===== config.mk =====
export PLATFORM = sky130hd
export DESIGN_NAME = addsub_arbiter_flat
export DESIGN_NICKNAME = d
export VERILOG_FILES = /design/src/rtl/addsub_arbiter_if.sv /design/src/rtl/addsub_arbiter.sv /design/src/flat_wrapper.sv
export SDC_FILE = /design/constraint.sdc
export NUM_CORES = 1
export LEC_CHECK = 0
export BUFFER_PORTS_ARGS = -buffer_cell sky130_fd_sc_hd__buf_4
export CAP_MARGIN = 20
export CORE_MARGIN = 1
export CORE_UTILIZATION = 52
export CTS_CLUSTER_DIAMETER = 150
export DETAILED_ROUTE_END_ITERATION = 8
export HOLD_SLACK_MARGIN = 0.1
export PLACE_DENSITY = 0.79
export SLEW_MARGIN = 20
export SYNTH_ARGS = -nofsm -noshare
export SYNTH_HDL_FRONTEND = slang
export SYNTH_SLANG_ARGS = --single-unit

===== constraint.sdc =====
create_clock -name clk -period 3.28 [get_ports clk]
set_input_delay 0.656 -clock clk [delete_from_list [all_inputs] [get_ports clk]]
set_output_delay 0.656 -clock clk [all_outputs]
set_load 0.02 [all_outputs]

===== src/rtl/addsub_arbiter_if.sv =====
// Request/response channels between two requesters and the shared add/sub sequencer.
// The master side issues operand pairs and takes results; the slave side is the arbiter.
interface addsub_arbiter_if;
    logic        req0_valid;
    logic        req0_ready;
    logic [15:0] req0_a;
    logic [15:0] req0_b;
    logic        req0_mode;

    logic        req1_valid;
    logic        req1_ready;
    logic [15:0] req1_a;
    logic [15:0] req1_b;
    logic        req1_mode;

    logic        rsp0_valid;
    logic        rsp0_ready;
    logic        rsp1_valid;
    logic        rsp1_ready;
    logic [15:0] rsp_sum;
    logic        rsp_carry;
    logic        rsp_overflow;

    modport master (
        output req0_valid, req0_a, req0_b, req0_mode,
        output req1_valid, req1_a, req1_b, req1_mode,
        input  req0_ready, req1_ready,
        input  rsp0_valid, rsp1_valid, rsp_sum, rsp_carry, rsp_overflow,
        output rsp0_ready, rsp1_ready
    );

    modport slave (
        input  req0_valid, req0_a, req0_b, req0_mode,
        input  req1_valid, req1_a, req1_b, req1_mode,
        output req0_ready, req1_ready,
        output rsp0_valid, rsp1_valid, rsp_sum, rsp_carry, rsp_overflow,
        input  rsp0_ready, rsp1_ready
    );
endinterface


===== src/rtl/addsub_arbiter.sv =====
// Round-robin sequencer sharing one 16-bit add/sub unit between two requesters.
// Each op runs accept -> execute -> respond; priority flips to the other side after every response.

module addsub (
    input  logic [15:0] input_a,
    input  logic [15:0] input_b,
    input  logic        mode,
    output logic [15:0] sum,
    output logic        carry,
    output logic        overflow
);
    logic [15:0] b_eff;
    logic [14:0] sum_lo;
    logic        sum_hi;
    logic        c15;

    // Subtraction is A + ~B + 1; the mode bit doubles as the carry-in.
    assign b_eff           = mode ? ~input_b : input_b;
    assign {c15, sum_lo}   = {1'b0, input_a[14:0]} + {1'b0, b_eff[14:0]} + {15'd0, mode};
    assign {carry, sum_hi} = {1'b0, input_a[15]} + {1'b0, b_eff[15]} + {1'b0, c15};
    assign sum             = {sum_hi, sum_lo};
    assign overflow        = carry ^ c15;
endmodule

module addsub_arbiter (
    input  logic                 clk,
    input  logic                 reset,
    addsub_arbiter_if.slave      bus,
    output logic                 busy,
    output logic [7:0]           op_count
);
    localparam logic [1:0] IDLE = 2'd0;
    localparam logic [1:0] EXEC = 2'd1;
    localparam logic [1:0] RESP = 2'd2;

    logic [1:0]  state;
    logic        prio;
    logic        grant_id;
    logic [15:0] op_a;
    logic [15:0] op_b;
    logic        op_mode;
    logic [15:0] sum_q;
    logic        carry_q;
    logic        ovf_q;

    logic [15:0] alu_sum;
    logic        alu_carry;
    logic        alu_ovf;
    logic        grant0;
    logic        grant1;
    logic        accept;
    logic        rsp_done;

    // NOTE: every output of a combinational block gets a default first, so no path leaves it unassigned and no latch is inferred.
    always_comb begin
        grant0 = 1'b0;
        grant1 = 1'b0;
        if (state == IDLE && !reset) begin
            if (bus.req0_valid && (!bus.req1_valid || !prio))
                grant0 = 1'b1;
            else if (bus.req1_valid)
                grant1 = 1'b1;
        end
    end

    assign accept   = grant0 | grant1;
    assign rsp_done = (state == RESP) && (grant_id ? bus.rsp1_ready : bus.rsp0_ready);

    addsub u_addsub (
        .input_a  (op_a),
        .input_b  (op_b),
        .mode     (op_mode),
        .sum      (alu_sum),
        .carry    (alu_carry),
        .overflow (alu_ovf)
    );

    // NOTE: state registers use non-blocking assignments so every flop samples pre-edge values.
    always_ff @(posedge clk) begin
        if (reset) begin
            state    <= IDLE;
            prio     <= 1'b0;
            grant_id <= 1'b0;
            sum_q    <= 16'd0;
            carry_q  <= 1'b0;
            ovf_q    <= 1'b0;
            op_count <= 8'd0;
        end else begin
            case (state)
                IDLE: begin
                    if (accept) begin
                        grant_id <= grant1;
                        state    <= EXEC;
                    end
                end
                EXEC: begin
                    sum_q   <= alu_sum;
                    carry_q <= alu_carry;
                    ovf_q   <= alu_ovf;
                    state   <= RESP;
                end
                RESP: begin
                    if (rsp_done) begin
                        prio     <= ~grant_id;
                        op_count <= op_count + 8'd1;
                        state    <= IDLE;
                    end
                end
                default: state <= IDLE;
            endcase
        end
    end

    // NOTE: operand registers carry no reset; they are always loaded on accept before EXEC reads them.
    always_ff @(posedge clk) begin
        if (accept) begin
            op_a    <= grant1 ? bus.req1_a    : bus.req0_a;
            op_b    <= grant1 ? bus.req1_b    : bus.req0_b;
            op_mode <= grant1 ? bus.req1_mode : bus.req0_mode;
        end
    end

    assign bus.req0_ready   = grant0;
    assign bus.req1_ready   = grant1;
    assign bus.rsp0_valid   = (state == RESP) && !grant_id;
    assign bus.rsp1_valid   = (state == RESP) && grant_id;
    assign bus.rsp_sum      = sum_q;
    assign bus.rsp_carry    = carry_q;
    assign bus.rsp_overflow = ovf_q;
    assign busy             = (state != IDLE);
endmodule


===== src/flat_wrapper.sv =====
// flat-port wrapper written by rule: the top's interface ports become plain ports
module addsub_arbiter_flat 
  (clk, reset, busy, op_count, bus_req0_valid, bus_req0_a, bus_req0_b, bus_req0_mode, bus_req1_valid, bus_req1_a, bus_req1_b, bus_req1_mode, bus_req0_ready, bus_req1_ready, bus_rsp0_valid, bus_rsp1_valid, bus_rsp_sum, bus_rsp_carry, bus_rsp_overflow, bus_rsp0_ready, bus_rsp1_ready);
  addsub_arbiter_if bus_i ();
  input  logic clk;
  input  logic reset;
  output logic busy;
  output logic [7:0] op_count;
  input wire logic [$bits(bus_i.req0_valid)-1:0] bus_req0_valid;
  input wire logic [$bits(bus_i.req0_a)-1:0] bus_req0_a;
  input wire logic [$bits(bus_i.req0_b)-1:0] bus_req0_b;
  input wire logic [$bits(bus_i.req0_mode)-1:0] bus_req0_mode;
  input wire logic [$bits(bus_i.req1_valid)-1:0] bus_req1_valid;
  input wire logic [$bits(bus_i.req1_a)-1:0] bus_req1_a;
  input wire logic [$bits(bus_i.req1_b)-1:0] bus_req1_b;
  input wire logic [$bits(bus_i.req1_mode)-1:0] bus_req1_mode;
  output wire logic [$bits(bus_i.req0_ready)-1:0] bus_req0_ready;
  output wire logic [$bits(bus_i.req1_ready)-1:0] bus_req1_ready;
  output wire logic [$bits(bus_i.rsp0_valid)-1:0] bus_rsp0_valid;
  output wire logic [$bits(bus_i.rsp1_valid)-1:0] bus_rsp1_valid;
  output wire logic [$bits(bus_i.rsp_sum)-1:0] bus_rsp_sum;
  output wire logic [$bits(bus_i.rsp_carry)-1:0] bus_rsp_carry;
  output wire logic [$bits(bus_i.rsp_overflow)-1:0] bus_rsp_overflow;
  input wire logic [$bits(bus_i.rsp0_ready)-1:0] bus_rsp0_ready;
  input wire logic [$bits(bus_i.rsp1_ready)-1:0] bus_rsp1_ready;
  assign bus_i.req0_valid = bus_req0_valid;
  assign bus_i.req0_a = bus_req0_a;
  assign bus_i.req0_b = bus_req0_b;
  assign bus_i.req0_mode = bus_req0_mode;
  assign bus_i.req1_valid = bus_req1_valid;
  assign bus_i.req1_a = bus_req1_a;
  assign bus_i.req1_b = bus_req1_b;
  assign bus_i.req1_mode = bus_req1_mode;
  assign bus_req0_ready = bus_i.req0_ready;
  assign bus_req1_ready = bus_i.req1_ready;
  assign bus_rsp0_valid = bus_i.rsp0_valid;
  assign bus_rsp1_valid = bus_i.rsp1_valid;
  assign bus_rsp_sum = bus_i.rsp_sum;
  assign bus_rsp_carry = bus_i.rsp_carry;
  assign bus_rsp_overflow = bus_i.rsp_overflow;
  assign bus_i.rsp0_ready = bus_rsp0_ready;
  assign bus_i.rsp1_ready = bus_rsp1_ready;
  addsub_arbiter u_core (.clk(clk), .reset(reset), .bus(bus_i), .busy(busy), .op_count(op_count));
endmodule

## Word-level counts from Yosys, hierarchy flattened

Cells that the tools add are included.

| word-level totals | value |
|---|---|
| flip-flop bits (word level) | 63 |
| input port bits | 72 |
| output and inout bits | 31 |

| operators by class | value |
|---|---|
| reductions and logical operators | 15 |
| bitwise gates (word level) | 4 |
| $add $sub $neg | 5 |
| multiplexer cells | 13 |
| eq/ne operators | 4 |

Operator list:

| kind | count |
|---|---|
| $mux 16 | 3 |
| $add 15x15->16 | 1 |
| $add 16x1->16 | 1 |
| $not 16->16 | 1 |
| $add 8x1->8 const B | 1 |
| $mux 1 | 7 |
| $pmux 2 s3 | 1 |
| $reduce_and 2->1 | 3 |
| $logic_and 1x1->1 | 5 |
| $logic_not 1->1 | 4 |
| $mux 2 | 2 |
| $ne 2x1->1 const B | 2 |
| $add 1x1->2 | 1 |
| $add 2x1->2 | 1 |
| $eq 2x1->1 const B | 1 |
| $eq 2x2->1 const B | 1 |
| $logic_not 2->1 | 1 |
| $reduce_bool 2->1 | 1 |
| $logic_or 1x1->1 | 1 |
| $not 1->1 | 1 |
| $or 1x1->1 | 1 |
| $xor 1x1->1 | 1 |

## Depth between registers and ports, before layout

| logic depth | value |
|---|---|
| depth in word-level cells | 8 |
| mapped depth | 13 |
| mapped depth without buffers | 11 |

## Cells and area by module

From an unflattened synthesis, not the netlist that was laid out.

| second synthesis, totals | value |
|---|---|
| cells, all modules | 348 |
| area total of the unflattened synthesis | 3,588.4 um^2 |

Modules (own cells, without submodules):

| module | area each (um^2) | times used | sequential area each (um^2) | cells an instance |
|---|---|---|---|---|
| addsub_arbiter | 2,635.0 | 1 | 1,591.5 | 222 |
| addsub | 953.4 | 1 | 0.0 | 126 |

## Worst setup path after synthesis

Ideal clock, no wire load.

| timing | value |
|---|---|
| kind | flip-flop to flip-flop |
| start | register u_core.op_mode |
| end | register u_core.ovf_q (netlist: u_core.bus.rsp_overflow) |
| cell stages (with the launch flop) | 14 |
| setup slack | 306 ps |
| setup time | 59 ps |
| path buffers | 2 |
| period minus slack after synthesis | 2,974 ps |
| required time | 3,221 ps |
| arrival | 2,915 ps |
| cell sequence | edfxtp_1 > buf_6 > clkbuf_1 > xor2_1 > ha_1 > a21o_1 > a311o_1 > a31oi_1 > o21ai_1 > fa_1 > nor3_1 > nor2b_1 > a31oi_1 > nand2_1 |

| between the ends | value |
|---|---|
| word-level cells in the longest chain between the ends | 5 |

Ends and longest elaborated chain:

| item | line | text |
|---|---|---|
| start, declared | addsub_arbiter.sv:41 | `logic op_mode;` |
| start signal, assigned | addsub_arbiter.sv:119 | `op_mode <= grant1 ? bus.req1_mode : bus.req0_mode;` |
| $mux 16 | addsub_arbiter.sv:18 | `assign b_eff = mode ? ~input_b : input_b;` |
| $add 15x15->16 | addsub_arbiter.sv:19 | `assign {c15, sum_lo} = {1'b0, input_a[14:0]} + {1'b0, b_eff[14:0]} + {15'd0, mode};` |
| $add 16x1->16 | addsub_arbiter.sv:19 |  |
| $add 2x1->2 (*) | addsub_arbiter.sv:20 | `assign {carry, sum_hi} = {1'b0, input_a[15]} + {1'b0, b_eff[15]} + {1'b0, c15};` |
| net u_core.alu_carry | addsub_arbiter.sv:47 | `logic alu_carry;` |
| $xor 1x1->1 (*) | addsub_arbiter.sv:22 | `assign overflow = carry ^ c15;` |
| end signal, assigned | addsub_arbiter.sv:99 | `ovf_q <= alu_ovf;` |
| end, declared | addsub_arbiter.sv:44 | `logic ovf_q;` |

The timed path passes the listed nets; every way through them passes the cells marked *.
A chain may end at the register's enable or synchronous reset.

## Worst setup path after layout

Ends and elaborated chain as after synthesis.

==> impl_metrics.yaml <==
pwr:
  cellPowerDensity_nw_per_um2: 510.6
  leakagePower_nw: 2.057
  ir_drop_v: 0.0003011
  finalPower_mw: 2.294
place:
  dpl_worst_slack_ns: 0.09346
  portBuffers: 102
  routabilityCongestion: 0.8042
  hpwl_mm: 5.687
  dpl.cell_count: 555
worst_setup_path:
  r2r_start: "u_core.op_mode"
  path_cells: "buf_12, xor2_1, ha_1, a21o_1, a311o_1, a31oi_1, o21ai_1, fa_1, nor3_1, nor2b_1, a31oi_1, nand2_1"
  cp-end-kind: "flop"
  crit_arrival_ns: 3.38
  startpoint: "u_core.op_mode"
  crit_top_cell: "a31oi_1"
  cp.required_ns: 3.57
  cp_max_fo: 11
  crit_type: "reg -> reg"
  critPathMaxStageDelay_ns: 0.45
  critPathSlowestCell: "fa_1"
  start_kind: "flop"
yosys:
  synthMuxAreaShare: 0.01324
  ys_seq_area_frac: 0.4676
  ys_types: 43
  yosys_register_bits: 63
  syn_area_um2: 3403
  yosysWarnings: 0
  synth_edf_count: 33
  synth_top_family_by_area: "simple AND/OR/NAND/NOR gates"
  synth_xor_area_frac: 0.07978
  synth_ff_type: "edfxtp_1"
  syn_inst: 385
  synth_compound_area_frac: 0.1114
  synthAdderAreaFrac: 0.06691
  async_reset_ff_frac: 0
  syn_area_per_cell_um2: 8.840
  yosys.area_share.simple: 0.2379
  syn_nets: 474
detailed_routing:
  vias: 3021
  wl_per_cell_um: 13.22
  remaining_drc_errors: 0
  ant_nets: 0
  routed_wl_mm: 7.559
  viasPerCell: 5.281
  first_pass_iters: 4
  drt_iter0_markers: 148
flow_run:
  drv_cap: 0
floorplan:
  design.die.area_um2: 6872
  dieHeight_um: 82.90
  core_um2: 6350
  ios: 103
  rows: 29
  die_width_um: 82.90
  initial_core_util: 0.5360
finish:
  layout.cells.most_common: "nand2_1"
  fin_nets: 579
  final_cell_mix: "nand2_1, buf_4, edfxtp_1, dfxtp_1, nor2_1"
  drive_gt1_frac: 0.2586
  fin_cells: 572
  fill_cells: 489
  antenna_cells: 0
  areaGrowthSynthToFinish_pct: 32.02
  fin_util: 0.7076
sta:
  finalCritPeriodShare: 0.9413
  hold_viol: 0
  finalCriticalPeriod_ns: 3.088
  setup_ws_ns: 0.1924
  finalClockSkew_ns: 0.01367
  relSlewSlack: 0.6733
  max_clock_freq_mhz: 323.9
  final_max_slew_viol_count: 0
  tightestPinTransition_ns: 0.4883
  setup_violations: 0
global_routing:
  grt_pass1_wl_mm: 12.81
  grt_overflow: 0
  first_global_vias: 2866
  grtUsageTotal: 0.2326
  antenna_found_initial: 0
  grt_start_max_net_pins: 35
cts:
  path_clk_slew_ns: 0.08
  cts_tree: "done"
  clockRootBuffer: "clkbuf_8"
  insertion_delay_ns: 0.34
  cts_buffer_depth: 2
  numCtsBuffers: 9
  numClockSinks: 63
  cts_hold_buffers: 0
  htree_levels: 3
hold_path:
  hp-start: "u_core.bus.rsp_sum[6]"
  hold_path.class: "reg -> reg"
run_status:
  status: "finished clean"
[synth_stat cells, drive strengths merged (4+ instances only)]
cell    count  area (um2)
xnor2       9       78.83
a21oi      21       105.1
xor2       22       192.7
buf         5       30.02
a211oi      4       30.03
edfxtp     33       991.0
nand3       8       40.04
clkbuf     10       37.54
nor3        4       20.02
nor2       24       90.09
o21ai       8       40.04
nand2     134       503.0
a21o        5       37.54
dfxtp      30       600.6
nand4       6       37.54
nand2b      4       25.02
ha         15       187.7
a31oi       6       43.79
[area by class of cell]
class	instances	area, um2	share of cell area
Multi-Input combinational cell	304	1733	0.3857
Inverter	3	11.26	0.002506
Tap cell	77	96.34	0.02144
Timing Repair Buffer	109	830.8	0.1849
Clock buffer	11	173.9	0.03871
Sequential cell	63	1592	0.3542
Clock inverter	5	56.30	0.01253
[layer usage]
layer	wire length, um	share of wire	global-route usage
met5	0	0	0
met1	3366	0.45	0.2930
met4	180	0.024	0.1160
met2	3574	0.47	0.3793
met3	437	0.058	0.04871
[per-stage QoR]
stage / TNS, ns / hold WS (ns) / instance area [um2]
detailed placement: 0 / 0.4466 / 4243
global placement: 0 / 0.4397 / 4243
global route: -0.003024 / 0.4738 / 4493
floorplan: 0 / 0.4627 / 3403
CTS: 0 / 0.4556 / 4473
finish: 0 / 0.4507 / 4493
[cell families after synthesis]
logic type	after synthesis
AND/OR/NAND/NOR	193
flip-flops	63
AO/OA/AOI/OAI	59
XOR/XNOR	31
buffers and inverters	18
adder cells (fa/ha/maj)	17
multiplexers	4
[worst paths after layout]
path,end,slack [ns],cells after the start
max,u_core.bus.rsp_overflow,0.19,12
min,u_core.bus.rsp_sum[6],0.45,2
max reg2reg,u_core.bus.rsp_overflow,0.19,12
min reg2reg,u_core.bus.rsp_sum[6],0.45,2
[power by group]
part	internal (mW)	switching (mW)
Sequential	0.903	0.0334
Combinational	0.270	0.336
Clock	0.445	0.306
Total	1.62	0.676
[worst max-delay path, delay by kind of cell (launching register included)]
family	cells	cell delay (ns)
fa+ha+maj	2	0.74
simple gates	3	0.56
flops	1	0.42
compound gates	5	1.00
xor+xnor	1	0.16
buf+inv	1	0.17
[flip-flops by register name, summed over array words and instances (netlist names), 2 cells and up]
signal	flops
u_core.op_b	16
u_core.bus.rsp_sum	16
u_core.state	2
u_core.op_a	16
u_core.op_count	8
[timing repair]
item,4_1_cts,5_1_grt
setup buffers,0,1
endpoints found under the setup margin,0,1
gates resized for setup,0,0
Power figures use the tool's default switching activity.
